<file path="src/rtl/mmio_timer_resp.sv">
// rtl/mmio_timer_resp.sv - MMIO responder for the timer/compare register block.
// Free-running cycle and microsecond counters plus a compare register with irq and auto-reload.
module mmio_timer_resp #(
    parameter logic [31:0] BASE_ADDR  = 32'hF000E000,
    parameter int          CLK_PER_US = 50
) (
    input  logic        clock,
    input  logic        reset,
    input  logic [31:0] mmioAddr,
    input  logic [4:0]  mmioOpm,
    input  logic [63:0] mmioOutData,
    output logic [63:0] mmioInData,
    output logic [1:0]  mmioOK,
    output logic        timerIrq
);
    localparam logic [1:0]  RESP_READY = 2'b00;
    localparam logic [1:0]  RESP_OK    = 2'b01;
    localparam logic [1:0]  RESP_HOLD  = 2'b10;
    localparam logic [1:0]  RESP_FAULT = 2'b11;
    localparam logic [15:0] PRESC_MAX  = 16'(CLK_PER_US - 1);

    typedef enum logic [1:0] {ST_IDLE, ST_HOLD, ST_DONE} state_t;
    state_t state, state_next;

    logic [7:0]  req_addr;
    logic [4:0]  req_opm;
    logic [63:0] req_data;
    logic [63:0] ctr, usec, cmp, period;
    logic [15:0] presc;
    logic        ctrl_en, ctrl_pend, ctrl_reload;

    logic [1:0]  ok_next;
    logic [63:0] rdata_next;
    logic        latch, commit;
    logic        sel, is_load, is_store, is_quad, hi_half;
    logic [4:0]  idx;
    logic [63:0] reg_val, load_val, wr_val;
    logic [31:0] half;
    logic        hit, ctrl_wr, en_next, pend_next;

    assign sel     = (mmioAddr[31:8] == BASE_ADDR[31:8]);
    assign idx     = req_addr[7:3];
    assign hi_half = req_addr[2];
    assign is_quad = (req_opm[2:0] == 3'b011);

    always_comb begin
        is_load  = 1'b0;
        is_store = 1'b0;
        case (req_opm[4:3])
            2'b01:   is_load  = (req_opm[2:0] == 3'b010) || (req_opm[2:0] == 3'b011) ||
                                (req_opm[2:0] == 3'b110);
            2'b10:   is_store = (req_opm[2:0] == 3'b010) || (req_opm[2:0] == 3'b011);
            default: ;
        endcase
    end

    always_comb begin
        reg_val = 64'd0;
        case (idx)
            5'd0:    reg_val = ctr;
            5'd1:    reg_val = usec;
            5'd2:    reg_val = cmp;
            5'd3:    reg_val = {61'd0, ctrl_reload, ctrl_pend, ctrl_en};
            5'd4:    reg_val = period;
            default: reg_val = 64'd0;
        endcase
        half = hi_half ? reg_val[63:32] : reg_val[31:0];
        // opm[2] distinguishes UL (zero-extend) from SL (sign-extend)
        if (is_quad)
            load_val = reg_val;
        else if (req_opm[2])
            load_val = {32'd0, half};
        else
            load_val = {{32{half[31]}}, half};
        if (is_quad)
            wr_val = req_data;
        else if (hi_half)
            wr_val = {req_data[31:0], reg_val[31:0]};
        else
            wr_val = {reg_val[63:32], req_data[31:0]};
    end

    always_ff @(posedge clock) begin
        if (reset)
            state <= ST_IDLE;
        else
            state <= state_next;
    end

    always_comb begin
        state_next = state;
        ok_next    = mmioOK;
        rdata_next = mmioInData;
        latch      = 1'b0;
        commit     = 1'b0;
        case (state)
            ST_IDLE: begin
                ok_next    = RESP_READY;
                rdata_next = 64'd0;
                if (mmioOpm != 5'd0 && sel) begin
                    latch      = 1'b1;
                    state_next = ST_HOLD;
                    ok_next    = RESP_HOLD;
                end
            end
            ST_HOLD: begin
                state_next = ST_DONE;
                ok_next    = (is_load || is_store) ? RESP_OK : RESP_FAULT;
                rdata_next = is_load ? load_val : 64'd0;
                commit     = is_store;
            end
            ST_DONE: begin
                if (mmioOpm == 5'd0) begin
                    state_next = ST_IDLE;
                    ok_next    = RESP_READY;
                    rdata_next = 64'd0;
                end
            end
            default: begin
                state_next = ST_IDLE;
                ok_next    = RESP_READY;
                rdata_next = 64'd0;
            end
        endcase
    end

    // CTRL bits live in the low half, so an upper-half L store leaves them alone
    assign ctrl_wr   = commit && (idx == 5'd3) && (is_quad || !hi_half);
    assign hit       = ctrl_en && (usec >= cmp);
    assign en_next   = ctrl_wr ? req_data[0] : ctrl_en;
    assign pend_next = hit | (ctrl_pend & ~(ctrl_wr & req_data[1]));

    always_ff @(posedge clock) begin
        if (reset) begin
            mmioOK      <= RESP_READY;
            mmioInData  <= 64'd0;
            timerIrq    <= 1'b0;
            req_addr    <= 8'd0;
            req_opm     <= 5'd0;
            req_data    <= 64'd0;
            ctr         <= 64'd0;
            usec        <= 64'd0;
            presc       <= 16'd0;
            cmp         <= 64'd0;
            period      <= 64'd0;
            ctrl_en     <= 1'b0;
            ctrl_pend   <= 1'b0;
            ctrl_reload <= 1'b0;
        end else begin
            mmioOK     <= ok_next;
            mmioInData <= rdata_next;
            if (latch) begin
                req_addr <= mmioAddr[7:0];
                req_opm  <= mmioOpm;
                req_data <= mmioOutData;
            end
            ctr <= ctr + 64'd1;
            if (presc == PRESC_MAX) begin
                presc <= 16'd0;
                usec  <= usec + 64'd1;
            end else begin
                presc <= presc + 16'd1;
            end
            // A bus write to CMP takes priority over the auto-reload
            if (commit && idx == 5'd2)
                cmp <= wr_val;
            else if (hit && ctrl_reload)
                cmp <= cmp + period;
            if (commit && idx == 5'd4)
                period <= wr_val;
            if (ctrl_wr)
                ctrl_reload <= req_data[2];
            ctrl_en   <= en_next;
            ctrl_pend <= pend_next;
            timerIrq  <= en_next & pend_next;
        end
    end
endmodule

</file>
<file path="config.mk">
export PLATFORM = sky130hd
export DESIGN_NAME = mmio_timer_resp
export DESIGN_NICKNAME = d
export VERILOG_FILES = /design/src/rtl/mmio_timer_resp.sv
export SDC_FILE = /design/constraint.sdc
export NUM_CORES = 1
export LEC_CHECK = 0
export ABC_AREA = 0
export CORE_MARGIN = 10
export CORE_UTILIZATION = 48
export CTS_BUF_LIST = sky130_fd_sc_hd__clkbuf_4 sky130_fd_sc_hd__clkbuf_8
export CTS_CLUSTER_SIZE = 16
export DETAILED_ROUTE_END_ITERATION = 6
export GPL_TIMING_DRIVEN = 0
export PLACE_DENSITY_LB_ADDON = 0.25
export SLEW_MARGIN = 20
export SYNTH_ARGS = -nofsm -noshare
export SYNTH_HDL_FRONTEND = slang
export SYNTH_SLANG_ARGS = --single-unit
</file>
<file path="constraint.sdc">
create_clock -name clock -period 6.6 [get_ports clock]
set_clock_uncertainty 0.1 [all_clocks]
set_input_delay 1.32 -clock clock [delete_from_list [all_inputs] [get_ports clock]]
set_output_delay 1.32 -clock clock [all_outputs]
set_load 0.05 [all_outputs]
</file>
==> flow_results.org <==
** Outcome
- The flow ran to the end, and the final reports show no timing, DRC or antenna violations.

** Power
- Cell internal power was estimated by the tool at roughly 4.2 mW.
- Across the VDD grid, the largest voltage drop is about 0.15 mV.
- Switching component of the power :: about 1.3 mW
- The analysis attributes to cell leakage a power of roughly 10 nW.
- Of the total power, the share spent switching nets is 0.2366.
- The share of total power dissipated in combinational logic is 0.029.
- Portion of total power attributed to the clock network :: 0.506
- Power per standard cell area :: between 150 and 200 nW/um^2
- Sequential Power Share :: 0.465

** Clock tree
- Max Buffers Root-to-Sink :: 3
- Insertion delay of the later-clocked pin in the worst-skew pair :: approximately 0.68 ns
- Number of buffers created by CTS :: 75
- # clock sinks :: 419
- Buffer type at the clock tree root :: sky130_fd_sc_hd__clkbuf_8
- TritonCTS clock tree :: built
- Clock transition at the register clock pins on the worst setup and hold paths after CTS :: ~0.06 ns
- CTS built an H-tree with a depth of 3.
- Number of hold-repair buffers added at the cts stage :: 0
- Gates resized during post-CTS repair numbered 0.
- Buffers added to address setup during post-CTS repair amount to 0.

** Synthesis
- Net Count, Synth :: ~3300
- Largest area contributor in the synthesized netlist :: sky130_fd_sc_hd__dfxtp_1
- Count of mapped cells out of synthesis :: ~3100
- By count the netlist is led by sky130_fd_sc_hd__dfxtp_1, sky130_fd_sc_hd__nor2_1, sky130_fd_sc_hd__nand2_1, sky130_fd_sc_hd__a21oi_1, sky130_fd_sc_hd__clkbuf_1.
- By area the synthesized netlist is led by sky130_fd_sc_hd__dfxtp_1, sky130_fd_sc_hd__a21oi_1, sky130_fd_sc_hd__ha_1, sky130_fd_sc_hd__nor2_1, sky130_fd_sc_hd__nand2_1.
- In this run, synthesis inferred 0 flip-flops with an integrated enable.
- Of the post-synthesis cell area, the dominant cell type holds 0.3486.
- In this run, synthesis produced a sequential element count of between 400 and 500.
- In this run the mean area of a mapped cell was roughly 7.8 um^2.
- After synthesis, the share of flip-flops with an asynchronous set or reset is 0.
- Synthesis Warnings :: 0
- Counting distinct cell types in the post-synthesis netlist gives 74.
- Summing every instance area after synthesis gives around 24000 um^2.
- Proportion of synthesized chip area in sequential cells :: 0.3486
- Post-synth top flop :: sky130_fd_sc_hd__dfxtp_1

** Placed design
- Place WS :: roughly 1.7 ns
- The placed instances occupy a cell area of 26580 um^2.
- Placed insts :: between 3000 and 4000
- Number of port buffers :: 167
- Routability congestion estimate from global placement :: 1.083
- Once detailed placement completed, the half-perimeter wirelength came to around 81000 um.

** Global route
- After global routing the overflow that remains totals 0.
- Antenna violations before repair :: 4
- Entering global routing, the biggest net connects 11 pins.
- The via count of the first global-routing pass was 23960.
- Global-route usage over all layers :: 0.3281
- Wire length of the first global-routing pass :: between 100000 and 150000 um

** Timing
- Number of pins with negative max-slew slack in the final report :: 0
- Counting I/O delays and the setup requirement, the final critical path takes 4.915 ns.
- Setup violations remaining at the end of the flow were counted as 0.
- Timing would allow up to between 200 and 250 MHz.
- The worst pin sits at a relative slew slack of 0.1935.
- Slew @ Worst Pin :: between 1 and 1.5 ns
- Worst-case setup margin in the final layout :: roughly 1.7 ns
- Hold is met by between 0.3 and 0.4 ns.
- Setup total negative slack on the finished layout was measured at 0 ns.
- RSZ-0062 raised after global routing :: false
- Hold Vio Cnt, Final :: 0
- Share of the clock period used by the worst path after layout :: 0.7447

** Routing
- DRC violation count after routing :: 0
- Average wire per cell in the routed design :: between 20 and 30 um
- Using the TritonRoute via totals, the vias-per-cell ratio works out to between 6 and 7.
- The first routing iteration left approximately 3100 violations.
- First-pass detailed-route iteration total :: 6
- Aggregate routed wire length :: between 100000 and 150000 um
- For this block, the via count after detailed routing is 25440.
- The count of nets left with antenna violations once routing finished came out at 0.

** Hold path
- Hold path startpoint :: mmioInData[42]
- The worst hold path passes through 2 cells.
- Hold endpoint :: mmioInData[42]
- The min-delay analysis places its worst path in the category register to register.

** Worst setup path
- The largest single stage delay on the critical path is 0.82 ns.
- Worst-path fanout max :: 10
- The worst register-to-register path has a setup slack of between 1.5 and 2 ns.
- Reg2Reg Capture Point :: cmp[14]
- The slowest stage of the critical path is the sky130_fd_sc_hd__buf_1 cell.
- CP required :: 7.06 ns
- The signal on the critical path passes through inv_1 -> ha_1 -> nor2b_1 -> o211ai_1 -> a21oi_1 -> o311ai_0 -> a21oi_1 -> a211oi_1 -> o31ai_1 -> clkbuf_1 -> buf_1 -> mux2i_1 -> nor2_1 -> a211oi_1.
- STA classifies the critical path endpoint as a register.
- For the worst flop-to-flop path, the logic depth is 14.
- The startpoint identified for the worst register-to-register timing path is usec[0].
- Number of buffer and inverter instances along the worst setup path :: 3
- Critical Path AT :: 5.38 ns
- The cell family contributing the most delay on the critical path is compound AO/OA/AOI/OAI gates.
- The worst setup path is launched from a register.
- Crit Path Class :: register to register

** Finish
- At the end of the flow, the number of nets in the layout was ~3600.
- Final Cell Area :: ~28000 um^2
- Of the cells placed in the final design, the portion with a size suffix greater than 1 is 0.04640.
- After filler insertion, the fill cell instance count of the layout stands at 4630.
- Number of standard cells in the final layout excluding fillers :: around 4100
- The multi-input combinational cells in the finished layout cover a total of approximately 15000 um^2.
- Compared with the post-synthesis result, the final layout area differs by 17.43%.
- Sequential standard cell area :: roughly 8400 um^2

** Die
- Number of placement rows :: a little over 80
- In this run the vertical extent of the chip is ~240 um.
- In this run the standard cell core region covers 49250 um^2.
- Floorplan die area :: 59480 um^2
- I/O pin cnt :: 170
- Initial core utilization :: 0.4885
- The floorplan step set the die width to about 240 um.

** Flow run
- Max-cap violations in this run came to 0.
## how the worst max path moves through the flow
stage | endpoint | startpoint | depth (start not counted) | slack [ns]
6_report | cmp[14] | usec[0] | 14 | 1.68
5_1_grt | cmp[14] | usec[0] | 14 | 1.64
4_1_cts | cmp[14] | usec[0] | 14 | 1.92
3_5_place_dp | cmp[57] | reset | 6 | 1.72
3_3_place_gp | mmioInData[34] | req_addr[7] | 9 | 1.71
2_1_floorplan | req_addr[2] | mmioAddr[21] | 7 | 3.38
## layout by cell type, fill, tap and decap left out, drive strengths merged, types with 102 or more instances in the layout
master | synthesis | routed
a211oi | 103 | 103
a21oi | 363 | 363
clkbuf | 173 | 279
clkdlybuf4s50 | 0 | 167
dfxtp | 419 | 419
ha | 131 | 131
inv | 100 | 102
nand2 | 378 | 378
nor2 | 420 | 420
o21ai | 141 | 141
## sequential cells by signal, summed over array words and instances, names as in the netlist
signal       cells
ctrl_reload      1
timerIrq         1
state            2
period          64
req_opm          5
cmp             64
ctrl_en          1
ctrl_pend        1
usec            64
mmioOK           2
ctr             64
req_addr         6
req_data        64
presc           16
mmioInData      64
## kinds of logic (layout without fill, tap and decap cells)
kind of cell               count (synthesis)  count (layout)  share of synthesized area
and+or+nand+nor                         1126            1126                     0.2100
AOI/OAI and AO/OA                        913             913                     0.2442
adders and majority gates                132             132                    0.06896
xor gates and xnor gates                 160             160                    0.05825
DFF                                      419             419                     0.3486
muxes                                     56              56                    0.02345
other                                      0               5                          0
buffers and inverters                    298             599                    0.04654
## worst reg2reg max path, stage by stage, from the launching register on
cell                       delay [ns]
sky130_fd_sc_hd__dfxtp_1         0.70
sky130_fd_sc_hd__inv_1           0.12
sky130_fd_sc_hd__ha_1            0.22
sky130_fd_sc_hd__nor2b_1         0.12
sky130_fd_sc_hd__o211ai_1        0.16
sky130_fd_sc_hd__a21oi_1         0.20
sky130_fd_sc_hd__o311ai_0        0.16
sky130_fd_sc_hd__a21oi_1         0.17
sky130_fd_sc_hd__a211oi_1        0.11
sky130_fd_sc_hd__o31ai_1         0.73
sky130_fd_sc_hd__clkbuf_1        0.61
sky130_fd_sc_hd__buf_1           0.82
sky130_fd_sc_hd__mux2i_1         0.29
sky130_fd_sc_hd__nor2_1          0.06
sky130_fd_sc_hd__a211oi_1        0.24
## cell type report
type | instances | area share
Multi-Input combinational cell | 2387 | 0.5153
Sequential cell | 419 | 0.2969
Timing Repair Buffer | 169 | 0.05961
Clock buffer | 106 | 0.04787
Tap cell | 664 | 0.02941
Buffer | 198 | 0.02635
Inverter | 100 | 0.01329
Clock inverter | 26 | 0.01081
Antenna cell | 5 | 0.0004429
## through the flow
stage	power (mW)	utilization
2_1_floorplan	2.646	-
3_3_place_gp	2.749	0.5393
3_5_place_dp	2.750	0.5397
4_1_cts	5.464	0.5733
5_1_grt	5.587	0.5735
6_report	5.460	0.5736
## metal layers
layer	share of wire	global-route usage	vias to the layer above
met3	0.12	0.09737	292
met4	0.059	0.1843	4
met1	0.41	0.4269	12070
met5	0.00030	0	-
li1	-	-	11570
met2	0.41	0.4760	1510
## power groups by stage
stage | Clock [mW] | Combinational [mW] | Sequential, mW
detailed placement | 0 | 0.155 | 2.60
finish | 2.76 | 0.158 | 2.54
global route | 2.88 | 0.165 | 2.54
global placement | 0 | 0.154 | 2.60
CTS | 2.77 | 0.156 | 2.54
floorplan | 0 | 0.0535 | 2.59
Power figures use the tool's default switching activity.
